File: src/rtl/fetch_unit_pkg.sv
// Shared definitions for the instruction fetch stage: reset vector, NOP word,
// FSM state encoding and small PC helpers.
package fetch_unit_pkg;

  typedef logic [31:0] word_t;

  localparam word_t RESET_PC = 32'hBFC0_0000;
  localparam word_t NOP      = 32'h0000_0000;

  typedef enum logic [1:0] {
    IDLE,
    FETCH,
    HOLD,
    DISCARD
  } fetch_state_e;

  // Sequential PC; wraps modulo 2^32 (0xFFFFFFFC -> 0x00000000).
  function automatic word_t pc_plus4(input word_t pc);
    return pc + 32'd4;
  endfunction

endpackage

File: src/rtl/fetch_unit_if.sv
// Instruction-memory request/acknowledge bus between the fetch unit (master)
// and the instruction memory (slave).
interface fetch_unit_if;
  import fetch_unit_pkg::*;

  logic  imem_req;
  word_t imem_addr;
  logic  imem_ack;
  word_t imem_rdata;

  modport master (output imem_req, imem_addr, input imem_ack, imem_rdata);
  modport slave  (input imem_req, imem_addr, output imem_ack, imem_rdata);

endinterface

File: src/rtl/fetch_buffer.sv
// One-entry holding register for a fetched word and its PC, used when the
// word arrives while the pipeline cannot accept it.
module fetch_buffer
  import fetch_unit_pkg::*;
(
  input  logic  clk,
  input  logic  rst,
  input  logic  load,
  input  logic  clear,
  input  word_t word_in,
  input  word_t pc_in,
  output logic  valid,
  output word_t word,
  output word_t pc
);

  // NOTE: sequential state uses non-blocking (<=) so every flop samples
  // pre-edge values regardless of block ordering.
  always_ff @(posedge clk) begin
    if (rst)        valid <= 1'b0;
    else if (load)  valid <= 1'b1;
    else if (clear) valid <= 1'b0;
  end

  // NOTE: the payload is not reset; it is only ever read while valid is set,
  // so omitting the reset keeps the data path a plain enable register.
  always_ff @(posedge clk) begin
    if (load) begin
      word <= word_in;
      pc   <= pc_in;
    end
  end

endmodule

File: src/rtl/fetch_unit.sv
// Instruction fetch stage: PC, request FSM and IF/ID register.
// Define FETCH_DELAY_SLOT_EN to execute the word after a branch (delay slot).
module fetch_unit
  import fetch_unit_pkg::*;
(
  input  logic         clk,
  input  logic         rst,
  input  logic         stallF,
  input  logic         stallD,
  input  logic         pcsrcD,
  input  word_t        pcbranchD,
  input  logic         jumpD,
  input  word_t        pcjumpD,
  input  logic         jrD,
  input  word_t        pcjrD,
  fetch_unit_if.master imem,
  output word_t        instrD,
  output word_t        pcD,
  output word_t        pcplus4D,
  output logic         validD,
  output logic         imem_stallF
);

  fetch_state_e state, state_next;
  word_t        pc, pc_next;

  logic  redirect;
  word_t target;
  logic  go;
  logic  squash;
  logic  steer_valid;
  word_t steer_target;

  logic  deliver;
  word_t deliver_word, deliver_pc;
  logic  req;

  logic  buf_load, buf_clear, buf_valid;
  word_t buf_word, buf_pc;

  assign redirect = !stallD && (jrD || jumpD || pcsrcD);
  assign target   = jrD ? pcjrD : (jumpD ? pcjumpD : pcbranchD);
  assign go       = !stallF && !stallD;

`ifdef FETCH_DELAY_SLOT_EN
  // The in-flight word is the delay slot: keep it and remember the target
  // until that word has been handed to decode.
  logic  pend_valid;
  word_t pend_target;

  assign squash       = 1'b0;
  assign steer_valid  = redirect || pend_valid;
  assign steer_target = redirect ? target : pend_target;

  always_ff @(posedge clk) begin
    if (rst) begin
      pend_valid  <= 1'b0;
      pend_target <= NOP;
    end else if (deliver) begin
      pend_valid  <= 1'b0;
    end else if (redirect && (state == FETCH || state == HOLD)) begin
      pend_valid  <= 1'b1;
      pend_target <= target;
    end
  end
`else
  assign squash       = redirect;
  assign steer_valid  = 1'b0;
  assign steer_target = target;
`endif

  always_comb begin
    // NOTE: every output gets a default before the case so no path through
    // this block can leave a signal unassigned and infer a latch.
    state_next   = state;
    pc_next      = pc;
    deliver      = 1'b0;
    deliver_word = buf_word;
    deliver_pc   = buf_pc;
    buf_load     = 1'b0;
    buf_clear    = 1'b0;
    req          = 1'b0;
    imem_stallF  = 1'b1;

    unique case (state)
      IDLE: begin
        // imem_ack is deliberately ignored: it may belong to a pre-reset request.
        state_next = FETCH;
        if (redirect) pc_next = target;
      end
      FETCH: begin
        req         = 1'b1;
        imem_stallF = !imem.imem_ack;
        if (imem.imem_ack) begin
          if (squash) begin
            pc_next = target;
          end else if (go) begin
            deliver      = 1'b1;
            deliver_word = imem.imem_rdata;
            deliver_pc   = pc;
          end else begin
            buf_load   = 1'b1;
            state_next = HOLD;
          end
        end else if (squash) begin
          pc_next    = target;
          state_next = DISCARD;
        end
      end
      HOLD: begin
        imem_stallF = 1'b0;
        if (squash) begin
          buf_clear  = 1'b1;
          pc_next    = target;
          state_next = FETCH;
        end else if (go) begin
          deliver    = buf_valid;
          buf_clear  = 1'b1;
          state_next = FETCH;
        end
      end
      DISCARD: begin
        if (imem.imem_ack) state_next = FETCH;
        if (redirect)      pc_next    = target;
      end
      default: state_next = IDLE;
    endcase

    if (deliver) pc_next = steer_valid ? steer_target : pc_plus4(deliver_pc);
  end

  assign imem.imem_req  = req;
  assign imem.imem_addr = pc;

  always_ff @(posedge clk) begin
    if (rst) begin
      state <= IDLE;
      pc    <= RESET_PC;
    end else begin
      state <= state_next;
      pc    <= pc_next;
    end
  end

  always_ff @(posedge clk) begin
    if (rst) begin
      instrD   <= NOP;
      pcD      <= NOP;
      pcplus4D <= NOP;
      validD   <= 1'b0;
    end else if (!stallD) begin
      if (deliver) begin
        instrD   <= deliver_word;
        pcD      <= deliver_pc;
        pcplus4D <= pc_plus4(deliver_pc);
        validD   <= 1'b1;
      end else begin
        instrD   <= NOP;
        validD   <= 1'b0;
      end
    end
  end

  fetch_buffer u_buffer (
    .clk     (clk),
    .rst     (rst),
    .load    (buf_load),
    .clear   (buf_clear),
    .word_in (imem.imem_rdata),
    .pc_in   (pc),
    .valid   (buf_valid),
    .word    (buf_word),
    .pc      (buf_pc)
  );

endmodule

File: src/flat_wrapper.sv
// flat-port wrapper written by rule: the top's interface ports become plain ports
module fetch_unit_flat import fetch_unit_pkg::*;
  (clk, rst, stallF, stallD, pcsrcD, pcbranchD, jumpD, pcjumpD, jrD, pcjrD, instrD, pcD, pcplus4D, validD, imem_stallF, imem_imem_req, imem_imem_addr, imem_imem_ack, imem_imem_rdata);
  fetch_unit_if imem_i ();
  input  logic clk;
  input  logic rst;
  input  logic stallF;
  input  logic stallD;
  input  logic pcsrcD;
  input  word_t pcbranchD;
  input  logic jumpD;
  input  word_t pcjumpD;
  input  logic jrD;
  input  word_t pcjrD;
  output word_t instrD;
  output word_t pcD;
  output word_t pcplus4D;
  output logic validD;
  output logic imem_stallF;
  output wire logic [$bits(imem_i.imem_req)-1:0] imem_imem_req;
  output wire logic [$bits(imem_i.imem_addr)-1:0] imem_imem_addr;
  input wire logic [$bits(imem_i.imem_ack)-1:0] imem_imem_ack;
  input wire logic [$bits(imem_i.imem_rdata)-1:0] imem_imem_rdata;
  assign imem_imem_req = imem_i.imem_req;
  assign imem_imem_addr = imem_i.imem_addr;
  assign imem_i.imem_ack = imem_imem_ack;
  assign imem_i.imem_rdata = imem_imem_rdata;
  fetch_unit u_core (.clk(clk), .rst(rst), .stallF(stallF), .stallD(stallD), .pcsrcD(pcsrcD), .pcbranchD(pcbranchD), .jumpD(jumpD), .pcjumpD(pcjumpD), .jrD(jrD), .pcjrD(pcjrD), .imem(imem_i), .instrD(instrD), .pcD(pcD), .pcplus4D(pcplus4D), .validD(validD), .imem_stallF(imem_stallF));
endmodule
File: config.mk
export PLATFORM = sky130hd
export DESIGN_NAME = fetch_unit_flat
export DESIGN_NICKNAME = d
export VERILOG_FILES = /design/src/rtl/fetch_unit_pkg.sv /design/src/rtl/fetch_unit_if.sv /design/src/rtl/fetch_buffer.sv /design/src/rtl/fetch_unit.sv /design/src/flat_wrapper.sv
export SDC_FILE = /design/constraint.sdc
export NUM_CORES = 1
export LEC_CHECK = 0
export BUFFER_PORTS_ARGS = -buffer_cell sky130_fd_sc_hd__buf_2
export CORE_MARGIN = 5
export CORE_UTILIZATION = 52
export CTS_CLUSTER_DIAMETER = 100
export DETAILED_ROUTE_END_ITERATION = 16
export PLACE_DENSITY = 0.8
export RECOVER_POWER = 25
export SYNTH_ARGS = -nofsm -noshare
export SYNTH_HDL_FRONTEND = slang
export SYNTH_SLANG_ARGS = --single-unit
File: constraint.sdc
create_clock -name clk -period 4.95 [get_ports clk]
set_input_delay 0.2475 -clock clk [delete_from_list [all_inputs] [get_ports clk]]
set_output_delay 0.2475 -clock clk [all_outputs]
set_load 0.05 [all_outputs]
Word level (Yosys, flattened, before mapping)
Index checks and enable logic that the tools add are counted.

Register bits after elaboration: 196. Bits in latches: 0. Memory bits (writable): 0. Memory bits (read-only): 0. Bits of input ports: 136. Output and inout port bits: 131. Word-level logic and storage cells: 71. Memories: 0.

Add/sub/neg operators: 1. $mul: 0. Divide/modulo/power cells: 0. $lt $le $gt $ge: 0. Eq/ne operators: 9. Shift-type cells: 0. Muxes and demuxes: 39. Bitwise operators: 1. Reduce and logical (&&, ||, !) cells: 12.

Operator list (number): $mux W32 (14); $add A32 B3 Y32 const B (1); $mux W1 (15); $mux W2 (7); $pmux W2 S4 (1); $ne A3 B1 Y1 const B (2); $ne A3 B2 Y1 const B (2); $reduce_and A5 Y1 (1); $eq A2 B2 Y1 const B (2); $pmux W1 S2 (2); $reduce_or A4 Y1 (1); $logic_not A1 Y1 (3); $ne A3 B3 Y1 const B (1); $eq A2 B1 Y1 const B (1); $logic_and A1 B1 Y1 (2); $logic_not A2 Y1 (1); $logic_or A1 B1 Y1 (2); $ne A2 B2 Y1 const B (1); $reduce_and A2 Y1 (1); $reduce_bool A2 Y1 (1); $not A1 Y1 (1).

Logic depth before layout (Yosys ltp)
Depth in word-level cells: 8. Mapped depth: 18. Depth with buffers taken out: 13.

Cells and area by module
Synthesis repeated with hierarchy kept, for this count alone.

Cells, all modules: 1046. Area, all modules: 9250.1 um^2.

By module, submodules not included: fetch_unit (instances 1, cells an instance 978, area an instance 7289.5 um^2, seq. area each 2582.5 um^2); fetch_buffer (instances 1, cells an instance 68, area an instance 1960.6 um^2, seq. area each 1941.9 um^2).

Worst setup path after synthesis
Ideal clock, no wire load.

Path type: register to register. Start: register u_core.state[1]. End: register u_core.state[0]. Library setup time: 0.128 ns. Data arrival time: 4.317 ns. Required time: 4.822 ns. Slack: 0.506 ns. Cell stages (with the launch flop): 8. Buffers on the path: 0. Clock period less this slack: 4.444 ns. Path through: dfxtp_1 > inv_1 > ha_1 > nand2_1 > nor2_1 > a21oi_1 > a21oi_1 > nor2_1.

Word-level cells in the longest chain between the ends: 3. Elaborated cells between the ends (all ways): 11. Classes of those cells: eq/ne (8); mux (1); reduce/logical (2).

RTL lines: start: declaration (line fetch_unit.sv:24) `fetch_state_e state, state_next;`; start signal: assignment (line fetch_unit.sv:140) `state <= state_next;`; $eq A2 B2 Y1 / $eq A2 B1 Y1 (equally long branches) (line fetch_unit.sv:85) `unique case (state)`; $ne A3 B1 Y1 (no line) (tied with other cells); $reduce_and A5 Y1 (no line).

Several ways; a longest one is shown, not always the timed one. A chain may end at the register's enable or synchronous reset.

Worst setup path after layout
Start: register u_core.state[1]. End: register u_core.pc[16], in the netlist u_core.imem.imem_addr[16].

Word-level cells in the longest chain between the ends: 4. Elaborated cells between the ends (all ways): 10. Classes of those cells: add/sub (1); eq/ne (4); mux (3); reduce/logical (2).

RTL lines: $eq A2 B1 Y1 (line fetch_unit.sv:85); $mux W32 (line fetch_unit.sv:85); named net u_core.deliver_pc[2] (line fetch_unit.sv:35) `word_t deliver_word, deliver_pc;`; $add A32 B3 Y32 (line fetch_unit_pkg.sv:19) `return pc + 32'd4;`; $mux W32 (line fetch_unit.sv:129) `if (deliver) pc_next = steer_valid ? steer_target : pc_plus4(deliver_pc);`; end signal: assignment (line fetch_unit.sv:141) `pc <= pc_next;`; end: declaration (line fetch_unit.sv:25) `word_t pc, pc_next;`.

The timed path passes the listed nets, and every way through them passes these cells.

==> reports/metrics.cfg <==
[synth]
synth_area_um2=8890
synth_cells=929
synth_top_area_cell=dfxtp_1
synth_common_cells=161 x nand2_1, 130 x dfxtp_1, 74 x a21oi_1, 64 x edfxtp_1, 56 x mux2i_1
yosysWarnings=0
ys_ff_latch=194
ys.flop_type=dfxtp_1
synth_top_area_frac=0.293
synth_most_common_cell=nand2_1
syn_nets=1069
ys_seq_area_frac=0.509
synth-async-reset-ratio=0
yosys-top-cells-area=dfxtp_1 29%, edfxtp_1 22%, nand2_1 6.8%, mux2i_1 6.3%, a21oi_1 4.2%
synth_edf_count=64
syn_avg_cell_area_um2=9.57
ys_types=62

[clocking]
tritoncts=yes
numClockSinks=194
h-tree-depth=4
clock-root-buffer=clkbuf_16
post-cts-setup-buffers=0
cts.path.max_buffers=2
clk_latency_ns=0.43
clkTransAtPathRegs_ns=0.07
numCtsBuffers=17
ctsResizeCount=0

[sta]
layout_setup_ws_ns=0.738
rsz0062_at_grt=false
holdWs_ns=0.0176
setup_viol=0
skew_ns=0.00870
finalHoldViolCount=0
setup_tns_ns=0
fin_crit_ns=4.21
fmax_mhz=237
slew_headroom=0.179
worstMarginPinSlew_ns=1.23
slew_viol_final=0
finalCritPeriodShare=0.851

[min_path]
hold_class=in2reg

[global_routing]
grt_max_degree=74
grt_first_pass_wirelength_um=43000
grt_pass1_vias=8110
antenna_found_initial=0
grt_usage=0.269
grt_overflow=0

[setup_path]
startpoint=u_core.state[1]$_SDFFE_PP0P_
rr_startpoint=u_core.state[1]$_SDFFE_PP0P_
cp.arrival_ns=4.56
worst_setup_path_start_kind=flop
worstSetupEndpointType=flop
cp-endpoint=u_core.imem.imem_addr[16]$_SDFFE_PP0P_
reg2regPathDepth=13
crit_required_ns=5.30
path_max_fanout=12
rrSetupSlack_ns=0.74
rr_endpoint=u_core.imem.imem_addr[16]$_SDFFE_PP0P_
worstSetupPathType=reg2reg

[place]
pre_cts_ws_ns=0.827
gp_congestion=0.845
portBuffers=266
dp_cells=1353
dpl.hpwl_um=19000

[detailed_routing]
dr.first_iter.drc_count=683
drt-pass1-iter-count=5
final_antenna_net_count=0
wire_per_inst_um=19.7
drc=0
vias=8239
vias_per_cell=5.89
routed_wl_um=27600

[cells_and_area]
final_cells=1398
drive_above_1_share=0.233
final_nets=1305
antenna_cells=0
syn_to_final_growth_pct=23.5

[power_and_ir_drop]
combPwrFrac=0.109
p_sw_frac=0.259
p_per_area_nw_per_um2=330
intPower_mw=2.68
p_seq_frac=0.482
switchingPower_uw=937
leakagePower_nw=4.47
clockPowerShare=0.408
max-vdd-ir-drop_v=0.000237

[run_status]
status=completed

[floorplan]
core-area_um2=16700
die_h_um=141
core.rowCount=47
start_util=0.532
io_pins=267
fp.dieW_um=141
die-area_um2=19800

[run]
cap_violations=0

area by class of cell:
class / count / area [µm²]
fillers: 1380 / 5720
flip-flops and latches: 194 / 4520
multi-input cells: 652 / 4030
repair buffers: 293 / 1500
clock buffers: 17 / 425
well taps: 220 / 275
clock inverters: 15 / 204
inverters: 7 / 26.3
layout by cell type, fill, tap and decap left out, types with 3 or more instances in the layout:
cell type	instances
a311oi_1	11
buf_2	208
and2_1	5
xor2_1	9
nor3_1	10
nand2b_1	3
nand3b_1	4
dlygate4sd3_1	13
and4_1	5
bufinv_16	4
dfxtp_1	130
xnor2_1	20
a211o_1	5
o21ai_0	47
nor4_1	3
clkbuf_1	57
nor2_1	49
edfxtp_1	64
a211oi_1	15
nand2_1	161
a221oi_1	11
buf_4	15
clkbuf_16	17
mux2i_1	56
nand4_1	15
inv_1	7
a21oi_1	74
nand3_1	18
ha_1	4
inv_6	3
o211ai_1	9
mux2_2	4
and3_1	14
o221ai_1	32
a22oi_1	17
o22ai_1	7
a21o_1	3
worst min path at each step:
stage	slack, ns	endpoint	cells past startpoint	start
4_1_cts	0.002	u_core.u_buffer.word[27]$_DFFE_PP_	1	imem_imem_rdata[27]
5_1_grt	0.0007	u_core.u_buffer.word[27]$_DFFE_PP_	1	imem_imem_rdata[27]
6_report	0.02	u_core.u_buffer.word[27]$_DFFE_PP_	1	imem_imem_rdata[27]
3_3_place_gp	0.43	u_core.pcplus4D[30]$_SDFFE_PP0P_	2	u_core.pcplus4D[30]$_SDFFE_PP0P_
3_5_place_dp	0.43	u_core.pcplus4D[30]$_SDFFE_PP0P_	2	u_core.pcplus4D[30]$_SDFFE_PP0P_
2_1_floorplan	0.35	u_core.u_buffer.word[0]$_DFFE_PP_	0	imem_imem_rdata[0]
stage by stage:
stage           util  total power, mW  cell area (µm²)
6_report       0.657             3.62            11000
5_1_grt        0.657             3.75            11000
4_1_cts        0.660             3.63            11000
3_5_place_dp   0.616             2.17            10300
3_3_place_gp   0.616             2.16            10300
2_1_floorplan      -             2.02             8890
sequential cells by signal, indices dropped and copies added (netlist names):
name	count
u_core.state	2
u_core.pcplus4D	32
u_core.pcD	30
u_core.imem.imem_addr	32
u_core.u_buffer.valid	1
u_core.u_buffer.word	32
u_core.validD	1
u_core.instrD	32
u_core.u_buffer.pc	32
kinds of logic (layout without fill, tap and decap cells):
family,after synthesis,after routing,share of synthesized area
AND/OR/NAND/NOR,309,309,0.162
adder cells (fa/ha/maj),4,4,0.00563
buffers and inverters,83,332,0.0401
XOR/XNOR,29,29,0.0286
AO/OA/AOI/OAI,249,249,0.185
multiplexers,61,61,0.0698
flip-flops,194,194,0.509
routing by layer:
metal | track usage | part of all wire | up-vias
li1 | - | - | 3891
met5 | 0 | 0 | -
met3 | 0.0633 | 0.075 | 46
met2 | 0.448 | 0.49 | 335
met4 | 0.0877 | 0.024 | 0
met1 | 0.349 | 0.41 | 3967
power by group through the flow:
stage	clock [mW]	combinational [mW]	sequential [mW]
6_report	1.48	0.396	1.75
5_1_grt	1.57	0.428	1.75
4_1_cts	1.49	0.398	1.74
3_5_place_dp	0	0.389	1.78
3_3_place_gp	0	0.383	1.78
2_1_floorplan	0	0.178	1.84
critical path, cell delays in order (launching register included):
cell      delay, ns
dfxtp_1        0.35
inv_1          0.08
ha_1           0.29
and4bb_1       0.50
nand2_2        0.31
mux2i_1        0.22
inv_1          0.08
ha_1           0.37
inv_1          0.09
or3_4          0.41
mux2i_1        0.66
o21ai_0        0.19
a221oi_1       0.41
o21bai_1       0.18
what timing repair did:
item | in CTS | in global routing
endpoints found under the hold margin | 10 | 3
hold buffers | 10 | 3
endpoints found under the setup margin | 0 | 0
Note: power is estimated with default switching activity, not from simulation.
